<file path="config.mk">
export PLATFORM = sky130hd
export DESIGN_NAME = fir_stream_sched_flat
export DESIGN_NICKNAME = d
export VERILOG_FILES = /design/src/rtl/fir_stream_sched_if.sv /design/src/rtl/fir_stream_sched.sv /design/src/flat_wrapper.sv
export SDC_FILE = /design/constraint.sdc
export NUM_CORES = 1
export LEC_CHECK = 0
export CAP_MARGIN = 20
export CELL_PAD_IN_SITES_DETAIL_PLACEMENT = 0
export CELL_PAD_IN_SITES_GLOBAL_PLACEMENT = 1
export CORE_ASPECT_RATIO = 0.8
export CORE_MARGIN = 2
export CORE_UTILIZATION = 35
export DETAILED_ROUTE_END_ITERATION = 10
export DONT_BUFFER_PORTS = 1
export PLACE_DENSITY = 0.69
export RECOVER_POWER = 100
export SLEW_MARGIN = 20
export SYNTH_ARGS = -nofsm -noshare
export SYNTH_HDL_FRONTEND = slang
export SYNTH_SLANG_ARGS = --single-unit
</file>
<file path="constraint.sdc">
create_clock -name clk -period 1.8 [get_ports clk]
set_input_delay 0.36 -clock clk [delete_from_list [all_inputs] [get_ports clk]]
set_output_delay 0.36 -clock clk [all_outputs]
set_load 0.01 [all_outputs]
</file>
<file path="src/rtl/fir_stream_sched_if.sv">
// fir_stream_sched_if: requester, sample-stream, FIR-core and output signals of the scheduler
interface fir_stream_sched_if;
    logic        cfg_req;
    logic [15:0] cfg_coeffs;
    logic        cfg_ack;
    logic        cfg_busy;
    logic        smp_valid;
    logic [5:0]  smp_data;
    logic        smp_ready;
    logic [5:0]  fir_x;
    logic        fir_tvalid;
    logic        fir_set;
    logic [7:0]  fir_y;
    logic        out_valid;
    logic [7:0]  out_data;

    modport slave (
        input  cfg_req, cfg_coeffs, smp_valid, smp_data, fir_y,
        output cfg_ack, cfg_busy, smp_ready, fir_x, fir_tvalid, fir_set, out_valid, out_data
    );

    modport master (
        output cfg_req, cfg_coeffs, smp_valid, smp_data, fir_y,
        input  cfg_ack, cfg_busy, smp_ready, fir_x, fir_tvalid, fir_set, out_valid, out_data
    );
endinterface

</file>
<file path="src/rtl/fir_stream_sched.sv">
// fir_stream_sched: shares the FIR core control inputs between coefficient loads and a sample stream
module fir_stream_sched #(
    parameter int MAX_DEFER = 8,
    parameter int CNT_W     = 8
) (
    input logic               clk,
    input logic               reset,
    fir_stream_sched_if.slave bus
);
    typedef enum logic [1:0] {S_IDLE, S_STREAM, S_CFG, S_TAIL} state_t;

    state_t           state_q, state_n;
    logic [1:0]       ph_q, ph_n;
    logic [CNT_W-1:0] cnt_q, cnt_n;
    logic [15:0]      coef_q;
    logic [5:0]       word;
    logic             rdy_q, v1_q, at_max, go_cfg, ld;

    // rdy_q is low for one cycle after reset and throughout a load, so nothing is evaluated then
    assign at_max         = cnt_q == CNT_W'(MAX_DEFER);
    assign go_cfg         = rdy_q & bus.cfg_req & (~bus.smp_valid | at_max);
    assign bus.smp_ready  = rdy_q & ~(bus.cfg_req & bus.smp_valid & at_max);
    assign bus.fir_tvalid = bus.smp_valid & bus.smp_ready;
    assign word = ph_q == 2'd0 ? {coef_q[13:12], coef_q[15:14], 2'b00} :
                  ph_q == 2'd1 ? {coef_q[7:6], coef_q[9:8], coef_q[11:10]} :
                                 {coef_q[1:0], coef_q[3:2], coef_q[5:4]};

    always_comb begin
        state_n = state_q;
        ph_n    = ph_q;
        cnt_n   = cnt_q;
        ld      = 1'b0;
        case (state_q)
            S_IDLE, S_STREAM: begin
                if (go_cfg) begin
                    state_n = S_CFG;
                    ph_n    = 2'd0;
                    cnt_n   = '0;
                    ld      = 1'b1;
                end else if (rdy_q) begin
                    state_n = bus.fir_tvalid ? S_STREAM : S_IDLE;
                    cnt_n   = (bus.cfg_req & bus.smp_valid) ? cnt_q + CNT_W'(1) : '0;
                end
            end
            S_CFG: begin
                ph_n    = ph_q + 2'd1;
                state_n = ph_q == 2'd2 ? S_TAIL : S_CFG;
            end
            default: state_n = S_IDLE;
        endcase
    end

    always_ff @(posedge clk) begin
        if (reset) begin
            state_q       <= S_IDLE;
            ph_q          <= '0;
            cnt_q         <= '0;
            coef_q        <= '0;
            rdy_q         <= 1'b0;
            v1_q          <= 1'b0;
            bus.cfg_ack   <= 1'b0;
            bus.cfg_busy  <= 1'b0;
            bus.fir_set   <= 1'b0;
            bus.fir_x     <= '0;
            bus.out_valid <= 1'b0;
            bus.out_data  <= '0;
        end else begin
            state_q       <= state_n;
            ph_q          <= ph_n;
            cnt_q         <= cnt_n;
            rdy_q         <= state_n == S_IDLE || state_n == S_STREAM;
            bus.cfg_ack   <= ld;
            bus.cfg_busy  <= state_n == S_CFG || state_n == S_TAIL;
            bus.fir_set   <= state_n == S_CFG;
            v1_q          <= bus.fir_tvalid;
            bus.out_valid <= v1_q;
            if (ld)
                coef_q <= bus.cfg_coeffs;
            if (bus.fir_tvalid)
                bus.fir_x <= bus.smp_data;
            else if (bus.fir_set)
                bus.fir_x <= word;
            if (v1_q)
                bus.out_data <= bus.fir_y;
        end
    end
endmodule

</file>
<file path="src/flat_wrapper.sv">
// flat-port wrapper written by rule: the top's interface ports become plain ports
module fir_stream_sched_flat 
#(
    parameter int MAX_DEFER = 8,
    parameter int CNT_W     = 8
)
  (clk, reset, bus_cfg_req, bus_cfg_coeffs, bus_smp_valid, bus_smp_data, bus_fir_y, bus_cfg_ack, bus_cfg_busy, bus_smp_ready, bus_fir_x, bus_fir_tvalid, bus_fir_set, bus_out_valid, bus_out_data);
  fir_stream_sched_if bus_i ();
  input logic clk;
  input logic reset;
  input wire logic [$bits(bus_i.cfg_req)-1:0] bus_cfg_req;
  input wire logic [$bits(bus_i.cfg_coeffs)-1:0] bus_cfg_coeffs;
  input wire logic [$bits(bus_i.smp_valid)-1:0] bus_smp_valid;
  input wire logic [$bits(bus_i.smp_data)-1:0] bus_smp_data;
  input wire logic [$bits(bus_i.fir_y)-1:0] bus_fir_y;
  output wire logic [$bits(bus_i.cfg_ack)-1:0] bus_cfg_ack;
  output wire logic [$bits(bus_i.cfg_busy)-1:0] bus_cfg_busy;
  output wire logic [$bits(bus_i.smp_ready)-1:0] bus_smp_ready;
  output wire logic [$bits(bus_i.fir_x)-1:0] bus_fir_x;
  output wire logic [$bits(bus_i.fir_tvalid)-1:0] bus_fir_tvalid;
  output wire logic [$bits(bus_i.fir_set)-1:0] bus_fir_set;
  output wire logic [$bits(bus_i.out_valid)-1:0] bus_out_valid;
  output wire logic [$bits(bus_i.out_data)-1:0] bus_out_data;
  assign bus_i.cfg_req = bus_cfg_req;
  assign bus_i.cfg_coeffs = bus_cfg_coeffs;
  assign bus_i.smp_valid = bus_smp_valid;
  assign bus_i.smp_data = bus_smp_data;
  assign bus_i.fir_y = bus_fir_y;
  assign bus_cfg_ack = bus_i.cfg_ack;
  assign bus_cfg_busy = bus_i.cfg_busy;
  assign bus_smp_ready = bus_i.smp_ready;
  assign bus_fir_x = bus_i.fir_x;
  assign bus_fir_tvalid = bus_i.fir_tvalid;
  assign bus_fir_set = bus_i.fir_set;
  assign bus_out_valid = bus_i.out_valid;
  assign bus_out_data = bus_i.out_data;
  fir_stream_sched #(.MAX_DEFER(MAX_DEFER), .CNT_W(CNT_W)) u_core (.clk(clk), .reset(reset), .bus(bus_i));
endmodule
</file>
# Yosys cells after proc, flatten, opt, wreduce, memory -nomap -nowiden

Index checks and enable logic that the tools add are counted.

Add/subtract/negate cells: 2
Mux-type cells: 16
Bitwise operators: 9
Reduce and logical (&&, ||, !) cells: 11
Equality and inequality tests: 9

Operators with widths:

| kind                                                 | number |
|---|---|
| 2-to-1 mux 6 bit                                     | 4 |
| 2-to-1 mux 8 bit                                     | 3 |
| adder 8 x 1 -> 8 bit (second input constant)         | 1 |
| equality test 2 bit (second input constant)          | 4 |
| equality test 8 x 4 -> 1 bit (second input constant) | 1 |
| one-hot mux 2 bit (2 select lines)                   | 2 |
| AND 1 bit                                            | 6 |
| equality test 2 x 1 -> 1 bit (second input constant) | 3 |
| zero test 2 bit                                      | 3 |
| 2-to-1 mux 2 bit                                     | 3 |
| nonzero test 2 bit                                   | 3 |
| 2-to-1 mux 1 bit                                     | 4 |
| AND reduction 2 bit                                  | 2 |
| adder 2 x 1 -> 2 bit (second input constant)         | 1 |
| logical OR 1 bit                                     | 2 |
| != test 2 x 1 -> 1 bit (second input constant)       | 1 |
| NOT 1 bit                                            | 2 |
| OR reduction 2 bit                                   | 1 |
| bitwise OR 1 bit                                     | 1 |

Register bits after elaboration: 48
Word-level logic and storage cells: 59
Output and inout bits: 20
Input bits: 34

# Depth between registers and ports, before layout

Gate-level depths: netlist of the first run.

Depth in word-level cells: 11
Mapped depth: 8
Mapped depth without buffers: 6

# Least setup slack after synthesis of the first run

OpenSTA, ideal clock, no wires.

Path type: register to register
Start point: register u_core.cnt_q[0]
End point: register u_core.cnt_q[0]
Buffers on the path: 1
Required time: 1.663 ns
Library setup time: 0.137 ns
Period minus slack after synthesis: 1.581 ns
Path slack: 0.219 ns
Stages on the path, launching flop included: 8
Arrival time: 1.444 ns
Cells stage by stage: dfxtp_1 inv_1 ha_1 nor4b_4 a21boi_2 buf_6 a31oi_1 nor2_1

Cells in the longest elaborated chain, start to end: 5
Elaborated cells between the ends (all ways): 9
Those cells by class: 1 x add/sub; 1 x eq/ne; 3 x mux; 2 x bitwise; 2 x reduce/logical

RTL lines:

| item                                                                         | line                   | text |
|---|---|---|
| start: declaration                                                           | fir_stream_sched.sv:14 | `logic [CNT_W-1:0] cnt_q, cnt_n;` |
| start signal: assignment                                                     | fir_stream_sched.sv:70 | `cnt_q <= cnt_n;` |
| parallel branches: the longest is 5 deep, another holds adder 8 x 1 -> 8 bit | --                     |  |

Several ways; the timed one is not identified. The select of a mux whose other input is x is not followed.
A chain may end at the register's enable or synchronous reset.

# Worst setup path in the final report of the first run

Start point: register u_core.cnt_q[1]
End point: output port bus_fir_tvalid

Cells in the longest elaborated chain, start to end: 5

RTL lines:

| item                         | line                   | text |
|---|---|---|
| equality test 8 x 4 -> 1 bit | fir_stream_sched.sv:20 | `assign at_max = cnt_q == CNT_W'(MAX_DEFER);` |
| AND 1 bit                    | fir_stream_sched.sv:22 | `assign bus.smp_ready = rdy_q & ~(bus.cfg_req & bus.smp_valid & at_max);` |
| NOT 1 bit                    | fir_stream_sched.sv:22 |  |
| AND 1 bit                    | fir_stream_sched.sv:22 |  |
| AND 1 bit                    | fir_stream_sched.sv:23 | `assign bus.fir_tvalid = bus.smp_valid & bus.smp_ready;` |
| end: declaration             | flat_wrapper.sv:20     | `output wire logic [$bits(bus_i.fir_tvalid)-1:0] bus_fir_tvalid;` |

No other way between the ends.

==> results of run 1 <==
==> registers in the layout, indices dropped and copies added (netlist names) <==
register,count
u_core.bus.cfg_ack,1
u_core.bus.cfg_busy,1
u_core.bus.fir_set,1
u_core.bus.fir_x,6
u_core.bus.out_data,8
u_core.bus.out_valid,1
u_core.cnt_q,8
u_core.coef_q,16
u_core.ph_q,2
u_core.rdy_q,1
u_core.state_q,2
u_core.v1_q,1
==> layer usage <==
metal | global-route usage | vias to the layer above | wire length, µm
li1 | - | 782 | -
met1 | 0.210 | 746 | 2520
met2 | 0.218 | 27 | 2080
met3 | 0.0523 | 6 | 254
met4 | 0.0657 | 0 | 68
met5 | 0 | - | 0
==> stage by stage <==
stage / area [µm²] / power, mW
after floorplan: 2140 / 1.37
after global placement: 2240 / 1.42
after detailed placement: 2240 / 1.42
after CTS: 2400 / 2.23
after global routing: 2410 / 2.30
final: 2410 / 2.20
==> worst max-delay path by stage <==
stage / to / depth (start not counted) / slack [ns]
floorplan: u_core.cnt_q[0] / 7 / 0.22
global placement: u_core.coef_q[5] / 7 / 0.11
detailed placement: u_core.coef_q[6] / 7 / 0.07
CTS: bus_fir_tvalid / 5 / -0.002
global route: bus_fir_tvalid / 5 / -0.06
finish: bus_fir_tvalid / 5 / 0.03
==> cell usage in the layout (no fill, tap or decap), types with 2 or more instances in the layout <==
cell type   n
nand2_1     8
nor4b_2     3
nand3_1     2
buf_4       6
nor2b_1     7
dfxtp_1    46
xor2_1      6
buf_12      2
clkbuf_8    5
inv_2       2
inv_1       6
and2_1      2
mux2i_1    16
nor4b_1    13
nand4_1     3
dfxtp_2     2
nor3_1      5
ha_1        4
a21oi_1     8
or2_2       4
o22ai_1     2
o211ai_1    4
nand2b_1    3
nor2_1     23
a31o_2     16
==> power by group <==
| group | internal [mW] | switching, mW |
|---|---|---|
| sequential | 1.11 | 0.0474 |
| clock | 0.412 | 0.374 |
| combinational | 0.126 | 0.127 |
==> logic make-up after synthesis <==
family                     synth area share
adders and majority gates            0.0293
buffers and inverters                0.0545
AOI/OAI and AO/OA                     0.136
muxes                                0.0750
DFF                                   0.450
and+or+nand+nor                       0.226
xor gates and xnor gates             0.0287
==> worst max-delay path: cells and delay by family, from the launching register on <==
family / cells / cell delay, ns
flip-flops: 1 / 0.33
adder cells (fa/ha/maj): 1 / 0.12
AND/OR/NAND/NOR: 1 / 0.26
buffers and inverters: 2 / 0.23
AO/OA/AOI/OAI: 1 / 0.16
==> cell type report <==
class                           instances  area (µm²)  area share
Inverter                                8        30.0      0.0125
Antenna cell                            1        2.50     0.00104
Timing Repair Buffer                   10         101      0.0421
Clock inverter                          3        42.5      0.0177
Tap cell                               81         101      0.0421
Clock buffer                            5        68.8      0.0286
Sequential cell                        48         963       0.400
Multi-Input combinational cell        146        1100       0.456
==> what timing repair did <==
action                     4_1_cts  5_1_grt
gates cloned                     1        0
resized for setup                8        3
pin swaps                        2        2
setup buffers                    2        0
setup endpoints to repair        1       19
==> summary by stage, run 1 <==
Timing
The share of the clock period used by the worst path is 0.983. Counting I/O delays and the setup requirement, the final critical path takes roughly 1.8 ns. Timing would allow up to 0.565 GHz. Across the routed clock network, the largest skew measured is 0.00947 ns. The hold slack is 0.120 ns. Setup repair after global routing could not meet its margin everywhere. The final count of pins violating max slew came to 0. The worst-margin pin slew is about 0.49 ns. The final number of hold-violating endpoints was 0. The remaining max-slew budget at the tightest pin is 0.674. The setup TNS is 0 ns. Setup violations remaining at the end of the flow were counted as 0. Once routing completed, OpenROAD measured the worst setup slack at 0.0305 ns.

Yosys
The distinct cell type count after synthesis is 39. A synthesized cell averages 9.75 µm². For this run, the register share of the synthesized area comes to 0.450. After synthesis, the cell types taking the most area are dfxtp_1 45%, mux2i_1 7.5%, a31o_2 6.6%.

The number of enable-type register cells in the synthesized netlist is 0. The synthesized flop and latch total is 48. The count of mapped cells out of synthesis is 219. In the synthesized netlist the dominant register cell turns out to be dfxtp_1.

The cell area after synthesis is 2140 µm². The most frequent cell after synthesis is dfxtp_1. The post-synthesis net count is around 260. The synthesized design spends more area on one cell type than any other, namely dfxtp_1. In the synthesized netlist the async set-or-reset flop fraction comes to 0.

Of the post-synthesis cell area, the dominant cell type holds 0.450. After synthesis, the most frequently instantiated cells are 48 x dfxtp_1, 23 x nor2_1, 16 x a31o_2, 16 x mux2i_1, 16 x nor4b_1. The number of synthesis warnings is 0.

CTS
After clock tree synthesis, the flow added hold-fix buffers numbering 0. The CTS tree is done. After clock tree synthesis, the clock-pin slew on the worst setup and hold paths is roughly 0.090 ns. The number of clock sinks is 48. The number of levels the H-tree was split into is 2. The buffer type at the clock tree root is clkbuf_8.

The clock tree buffer depth is 2. The clock insertion delay at the later pin of the skew report is ~0.30 ns. Buffers inserted during clock tree synthesis total 5.

Floorplanning
The floorplan step defined a die boundary enclosing ~6700 µm². between 50 and 60 I/O pins were placed. Measured along the x axis, the die boundary spans ~91 µm. The core region is between 5000 and 6000 µm². The effective utilization at floorplan is 0.361. The vertical die dimension is 73.9 µm. In this run the core area contains 25 standard-cell rows.

Critical path
The kind of end point of the critical path is an output port. The critical path is of the reg2out type. The largest driver fanout on the critical path is 6. The worst register-to-register path begins at u_core.cnt_q[1]. In this run the register-to-register setup slack is roughly 0.050 ns. The worst setup path is launched from a flip-flop. The end of the worst register-to-register path is u_core.coef_q[15]. For the worst flop-to-flop path, the logic depth is 7.

The critical path goes through inv_2, ha_4, nor4b_4, a31oi_2, buf_6. On the critical path, the stage with the largest delay is an instance of dfxtp_2. The most critical setup path has its startpoint at u_core.cnt_q[1]. For the worst setup path, the data required time is roughly 1.4 ns. The delay contributed by the slowest stage of the critical path is 0.33 ns. The arrival time reported for the critical path endpoint is 1.41 ns.

Run status
The run finished with clean final reports.

GRT
The via count of the first global-routing pass was 1,556. The overall overflow remaining after global route is 0. The total global routing track utilization is 0.153. Entering global routing, the biggest net connects 40 pins. The first global-routing pass estimated between 7000 and 8000 µm of wire. The initial antenna violation count came to 1.

Detailed routing
After detailed routing, the total wire length is around 4900 µm. The number of nets still failing antenna checks after routing is 0. The first routing iteration left 99 violations. The pre-antenna-repair detailed-routing pass consisted of 4 iterations. The detail-routed via count per cell is between 5 and 6.

The wire length per cell after detailed routing is about 16 µm. For this run, design rule violations remaining after detail routing come to 0. The detailed router placed 1,561 vias in this run.

Min path
Counting instances, the worst hold path has a depth of 1. The critical hold path startpoint is reset. For hold timing, the worst endpoint is u_core.bus.fir_set. The path category of the worst min-delay check is in2reg.

Cells and area
The final layout contains roughly 260 nets. The fraction of layout cells with a size suffix above 1 is 0.236. The filler cells instantiated in the layout total slightly below 600. Measured on the finished design, the core utilization comes to 0.407.

The area growth from synthesis to layout is 12.7%. Once layout is complete, the cells apart from fillers number about 300.

Placed design
The worst slack after detailed placement is 0.0655 ns. Once detailed placement completed, the half-perimeter wirelength came to roughly 3300 µm. At the end of routability-driven placement, the weighted congestion stood at between 0.7 and 0.8. After detailed placement, the design holds a cell count of between 200 and 300. The port buffer count is 0.

Power
The analysis attributes to cell leakage a power of about 0.86 nW. The worst IR drop on VDD is around 0.37 mV. The power density over the cells is about 900 nW/µm².

Run
The total of max-cap violations is 0.
Power figures use the tool's default switching activity.
==> run 2: changes to the inputs <==
--- a/config.mk
+++ b/config.mk
@@ -13,7 +13,7 @@
 export CORE_UTILIZATION = 35
 export DETAILED_ROUTE_END_ITERATION = 10
 export DONT_BUFFER_PORTS = 1
-export PLACE_DENSITY = 0.69
+export PLACE_DENSITY_LB_ADDON = 0.1
 export RECOVER_POWER = 100
 export SLEW_MARGIN = 20
 export SYNTH_ARGS = -nofsm -noshare
==> summary by stage, run 2 (synthesized netlist as in run 1, its figures left out) <==
Run status
Run status: finished, violations left (was completed). The final reports fail on negative setup slack.

Placed design
The number of cells after detailed placement is 295 (was 291). The weighted congestion reported at the end of routability-driven placement was 0.737 (was 0.748). The HPWL after detailed placement is 3470 µm (was 3300 µm). The port buffer count is 0 (unchanged).

Critical path
The sort of element at the start of the critical path is a flip-flop (unchanged). The kind of end point of the critical path is a flip-flop (was output port). The start-to-end type of the worst setup path is reg2reg (was reg2out). The largest driver fanout on the critical path was 9 (was 6). The arrival time reported for the critical path endpoint was 2.05 ns (was 1.41 ns).

The required time of the worst setup path came to 2.05 ns (was 1.44 ns).

Power
The share of total power in combinational logic is 0.135 (was 0.115). The clock share of power is 0.317 (was 0.358). The leakage power of the design is 0.893 nW (was 0.860 nW).

The power density over the cells was 838 nW/µm² (was 913 nW/µm²). The fraction of power consumed by sequential logic is 0.547 (was 0.527). The net switching power figure was 550 µW (was 548 µW). The worst IR drop on VDD is 0.293 mV (was 0.371 mV).

The design internal power was 1.56 mW (was 1.65 mW). The switching power share of the total is 0.260 (was 0.250). The total chip power is 2.11 mW (was 2.20 mW).

Cells and area
The most frequent standard cell in the layout excluding fill and tap cells was dfxtp_1 (unchanged). The filler cell count is 592 (was 588). The relative area change from synthesis to final layout is 18.2% (was 12.7%). The fraction of layout cells with a size suffix above 1 is 0.314 (was 0.236).

Registers with the most flip-flops: u_core.coef_q (16), u_core.bus.out_data (8), u_core.cnt_q (8) (unchanged). The top register by number of flip-flops is u_core.coef_q (unchanged). Commonest cells after routing, fill and taps aside: 47 x dfxtp_1, 22 x nor2_1, 16 x mux2i_1, 16 x a31o_2, 14 x buf_4 (was 46 x dfxtp_1, 23 x nor2_1, 16 x mux2i_1, 16 x a31o_2, 13 x nor4b_1).

The final net count came to 267 (was 258). The number of inserted diodes is 0 (was 1). The number of flip-flops in the largest register came to 16 (unchanged). The non-filler instance count after layout was 310 (was 302).

Floorplanning
The width of the die is 91.3 µm (unchanged). The number of rows created at floorplan is 25 (unchanged). The count of pins on the block boundary is 54 (unchanged). The vertical die dimension is 73.9 µm (unchanged). The die footprint was 6750 µm² (unchanged). The effective utilization at floorplan is 0.361 (unchanged). The placeable core area was 5910 µm² (unchanged).

Run
The total of max-cap violations came to 0 (unchanged).

GRT
The via count of the first global-routing pass is 1,598 (was 1,556). The overall overflow remaining after global route was 0 (unchanged). The first-pass GRT wire length was 7620 µm (was 7940 µm). The total global routing track utilization is 0.146 (was 0.153). The largest net degree at the start of global routing came to 40 (unchanged). The initial antenna violation count is 0 (was 1).

Detailed routing
The number of design rule violations left after detail routing is 0 (unchanged). The wire length per cell after detailed routing is 16.7 µm (was 16.3 µm). The number of DRC violations after detailed-routing iteration 0 is 51 (was 99). The total wirelength of the detailed-routed design is 5170 µm (was 4920 µm). The total via count after detailed routing is 1,646 (was 1,561). The number of nets still failing antenna checks after routing is 0 (unchanged). The number of iterations in the first detailed-routing pass is 4 (unchanged).

The detail-routed via count per cell is 5.31 (was 5.17).

Min path
The path category of the worst min-delay check is in2reg (unchanged).

Timing
The final count of pins violating max slew is 0 (unchanged). The final number of hold-violating endpoints is 0 (unchanged). The worst-margin pin slew was 0.537 ns (was 0.488 ns). The count of final setup violators came to 1 (was 0). The final worst setup slack is -0.00395 ns (was 0.0305 ns). The share of the clock period used by the worst path is 1.00 (was 0.983). The remaining max-slew budget at the tightest pin is 0.642 (was 0.674).

The final setup skew is 0.00814 ns (was 0.00947 ns). The minimum clock period after layout is 1.80 ns (was 1.77 ns). RSZ-0062 raised after global routing: true (unchanged). The highest attainable clock frequency is 0.554 GHz (was 0.565 GHz).

CTS
The number of hold-repair buffers added at the cts stage is 0 (unchanged). The buffer type at the clock tree root is clkbuf_8 (unchanged). The clock insertion delay at the later pin of the skew report came to 0.29 ns (was 0.30 ns). The CTS tree is done (unchanged). The number of clock sinks is 48 (unchanged). The clock tree buffer depth is 2 (unchanged). The number of levels the H-tree was split into is 2 (unchanged). The clock-pin slew on the worst setup and hold paths is 0.09 ns (about the same). The number of buffers added by the clock tree synthesis step is 5 (unchanged).
[run 2: cell count changes in the layout (fill, tap and decap cells not counted), moves of 2 or more]
cell / before / now
buf_12: 2 / 0
nor4b_1: 13 / 4
buf_4: 6 / 14
nor4b_2: 3 / 12
or2_4: 0 / 2
[run 2: metrics by stage]
step | hold slack [ns] | setup WS, ns | TNS [ns] | util | instance area [µm²]
6_report | 0.159 | -0.00395 | -0.00395 | 0.427 | 2520
5_1_grt | 0.121 | -0.0973 | -0.860 | 0.427 | 2520
4_1_cts | 0.117 | -0.0348 | -0.0348 | 0.412 | 2440
3_5_place_dp | 0.433 | -0.0961 | -1.56 | 0.379 | 2240
3_3_place_gp | 0.433 | 0.0360 | 0 | 0.379 | 2240
2_1_floorplan | 0.460 | 0.219 | 0 | - | 2140
[run 2: critical path: stages, from the launching register on]
cell and delay [ns]:
dfxtp_2 0.33, inv_2 0.07, ha_4 0.12, nor4b_4 0.31, a21boi_2 0.17, clkbuf_4 0.25
nor4b_1 0.35, a31o_2 0.16
[run 2: worst paths after layout]
check | startpoint | cells after the start | endpoint | slack, ns
worst max-delay path | u_core.cnt_q[1] | 7 | u_core.coef_q[12] | -0.004
worst min-delay path | reset | 1 | u_core.bus.out_valid | 0.16
worst max register to register | u_core.cnt_q[1] | 7 | u_core.coef_q[12] | -0.004
worst min register to register | u_core.coef_q[14] | 1 | u_core.coef_q[14] | 0.49
[run 2: power groups by stage]
stage	Combinational (mW)	Sequential, mW	Clock [mW]
5_1_grt	0.317	1.16	0.747
3_5_place_dp	0.237	1.18	0
6_report	0.286	1.16	0.671
2_1_floorplan	0.200	1.17	0
3_3_place_gp	0.227	1.18	0
4_1_cts	0.271	1.16	0.690
[run 2: cell type report]
| cell class | count | area (µm²) | area share |
|---|---|---|---|
| clock buffers | 6 | 82.6 | 0.0327 |
| clock inverters | 2 | 15.0 | 0.00595 |
| inverters | 8 | 30.0 | 0.0119 |
| multi-input cells | 147 | 1190 | 0.473 |
| flip-flops and latches | 48 | 962 | 0.381 |
| well taps | 81 | 101 | 0.0401 |
| repair buffers | 18 | 140 | 0.0555 |
[run 2: metal layers]
layer	up-vias	GRT usage	share of wire
met5	-	0	0
met4	0	0.0471	0.010
met3	7	0.0390	0.047
met2	44	0.253	0.49
met1	799	0.180	0.45
li1	796	-	-
[run 2: timing repair]
action	CTS	global route
endpoints found under the setup margin	20	28
gates cloned	1	3
setup buffers	3	1
gates resized for setup	14	14
pin swaps	2	3
==> RTL change, RTL diff (flow settings as in run 1) <==
`CNT_W` is set to 8 in 2 places; all go to 12.
--- a/src/rtl/fir_stream_sched.sv
+++ b/src/rtl/fir_stream_sched.sv
@@ -1,7 +1,7 @@
 // fir_stream_sched: shares the FIR core control inputs between coefficient loads and a sample stream
 module fir_stream_sched #(
     parameter int MAX_DEFER = 8,
-    parameter int CNT_W     = 8
+    parameter int CNT_W     = 12
 ) (
     input logic               clk,
     input logic               reset,
--- a/src/flat_wrapper.sv
+++ b/src/flat_wrapper.sv
@@ -2,7 +2,7 @@
 module fir_stream_sched_flat 
 #(
     parameter int MAX_DEFER = 8,
-    parameter int CNT_W     = 8
+    parameter int CNT_W     = 12
 )
   (clk, reset, bus_cfg_req, bus_cfg_coeffs, bus_smp_valid, bus_smp_data, bus_fir_y, bus_cfg_ack, bus_cfg_busy, bus_smp_ready, bus_fir_x, bus_fir_tvalid, bus_fir_set, bus_out_valid, bus_out_data);
   fir_stream_sched_if bus_i ();
Formal check against the unedited RTL: same outputs for any inputs over 10 cycles, from zero or initial values and one cycle with reset high; that may be too few to reach the edited logic, so the function may still have changed.
==> RTL change against run 1 <==
  * The flow now finishes with violations (setup timing)
  * Sequential share of layout area fell by 3.1 points
  * Sequential cell count increased by 4
  * Final area grew 18%
  * Total power increased by 4.0%
  * Setup slack got worse by 0.14 ns
  * Synthesized area is 12% higher
  * Clock power is 3.7% higher
  * First-iteration DRC count down 21%
  * Global-route usage down 0.68 points
  * Routed wire length rose by 12%
  * Count of clock-buffer cells in the layout up 1
  * Largest cell class unchanged
  * Largest power group unchanged
  * Highest routed layer unchanged
==> RTL change: results (changes against run 1) <==
grt_antenna_before_repair: 0  # -1
yosys.cell_types.count: 43  # +10%
hpwl_mm: 3.74  # +13%
final-setup-viol-count: 13  # +13
status: "complete, but fails checks"
synth_mux_area_share_pct: 15.1  # +7.6 points
drive_above_1_share_pct: 17.4  # -6.3 points
cp-startpoint: "u_core.cnt_q[2]"
netlist_top_cells_count: "dfxtp_1, nand2_1, mux2i_1"
grt_pass1_wl_mm: 8.52  # +7.3%
worst_pin_slew_ns: 0.498  # +0.00956 ns
wl_met3_um: 295  # +16%
worst_slack_ns: -0.105  # -0.135 ns
synth_area_leaders: "dfxtp_1, mux2i_1, nand2_1"
num_vias: 1835  # +18%
violations: "setup timing"
grt_usage_pct: 14.6  # -0.68 points
synthAdderAreaFrac_pct: 2.62  # -0.31 points
top_regs: "u_core.coef_q (16), u_core.cnt_q (12), u_core.bus.out_data (8)"
gp_congestion: 0.790  # +5.6%
fill_cells: 674  # +15%
skew_ns: 0.00618  # -0.00329 ns
grt_max_degree: 38  # -5.0%
use_met2_pct: 20.7  # -1.1 points
path_max_fanout: 3  # -3
peakVddDrop_uv: 509  # +37%
wl_met1_mm: 2.86  # +14%
tns_ns: -0.280  # -0.280 ns
synth-xor-area-share_pct: 2.20  # -0.67 points
drt-initial-drc-count: 78  # -21%
r2r-end: "u_core.coef_q[4]"
final_nets: 320  # +24%
leakage_nw: 1.00  # +16%
cp_data_arrival_time_ns: 1.54  # +0.13 ns
ys_seq_area_share_pct: 43.5  # -1.5 points
synth_compound_area_share_pct: 10.8  # -2.8 points
diodes: 0  # -1
endpoint: "bus_smp_ready"
grt_pass1_vias: 1743  # +12%
[RTL change: cell types whose count changed after synthesis, sizes merged, moves of 5 or more]
| cell | change |
|---|---|
| nand2 | +35 |
| a211oi | +6 |
| a31o | -16 |
| mux2i | +20 |
| a21oi | -5 |
| nand3 | +8 |
| nor4b | -15 |
| o21ai | +7 |
[RTL change: through the flow]
stage	area (um^2)	instances	worst slack [ns]	utilization, %	power, W
floorplan	2390	264	0.0884	-	0.00141
global placement	2570	351	0.140	39.5	0.00146
detailed placement	2570	351	0.0657	39.5	0.00147
CTS	2730	362	-0.0797	41.9	0.00229
global route	2830	366	-0.175	43.5	0.00240
finish	2830	366	-0.105	43.5	0.00228
[RTL change: worst min path at each step]
stage,start,end,cells after the start
2_1_floorplan,u_core.coef_q[0],u_core.coef_q[0],2
4_1_cts,reset,u_core.bus.out_data[0],1
5_1_grt,reset,u_core.bus.out_data[2],1
3_5_place_dp,reset,u_core.state_q[0],1
6_report,reset,u_core.bus.out_data[7],1
3_3_place_gp,reset,u_core.state_q[0],1
[RTL change: power by group]
part | internal, W | switching [W]
clock | 0.000421 | 0.000394
combinational | 0.000112 | 0.000117
sequential | 0.00119 | 0.0000463
[RTL change: cell type report]
class	count	share of cell area (%)
multi-input combinational	188	45.3
tap	84	3.72
clock buffer	6	2.57
sequential	52	36.9
clock inverter	2	1.37
inverter	7	0.929
timing repair buffer	27	9.25
[RTL change: repair_timing]
action	4_1_cts	5_1_grt
resized for setup	3	10
gates cloned	0	3
setup buffers	3	1
pin swaps	3	6
endpoints found under the setup margin	2	32
[RTL change: worst max-delay path, stage by stage, from the launching register on]
cell,delay [ns]
dfxtp_1,0.35
nor4b_4,0.40
nand3_2,0.15
buf_6,0.15
o21a_4,0.20
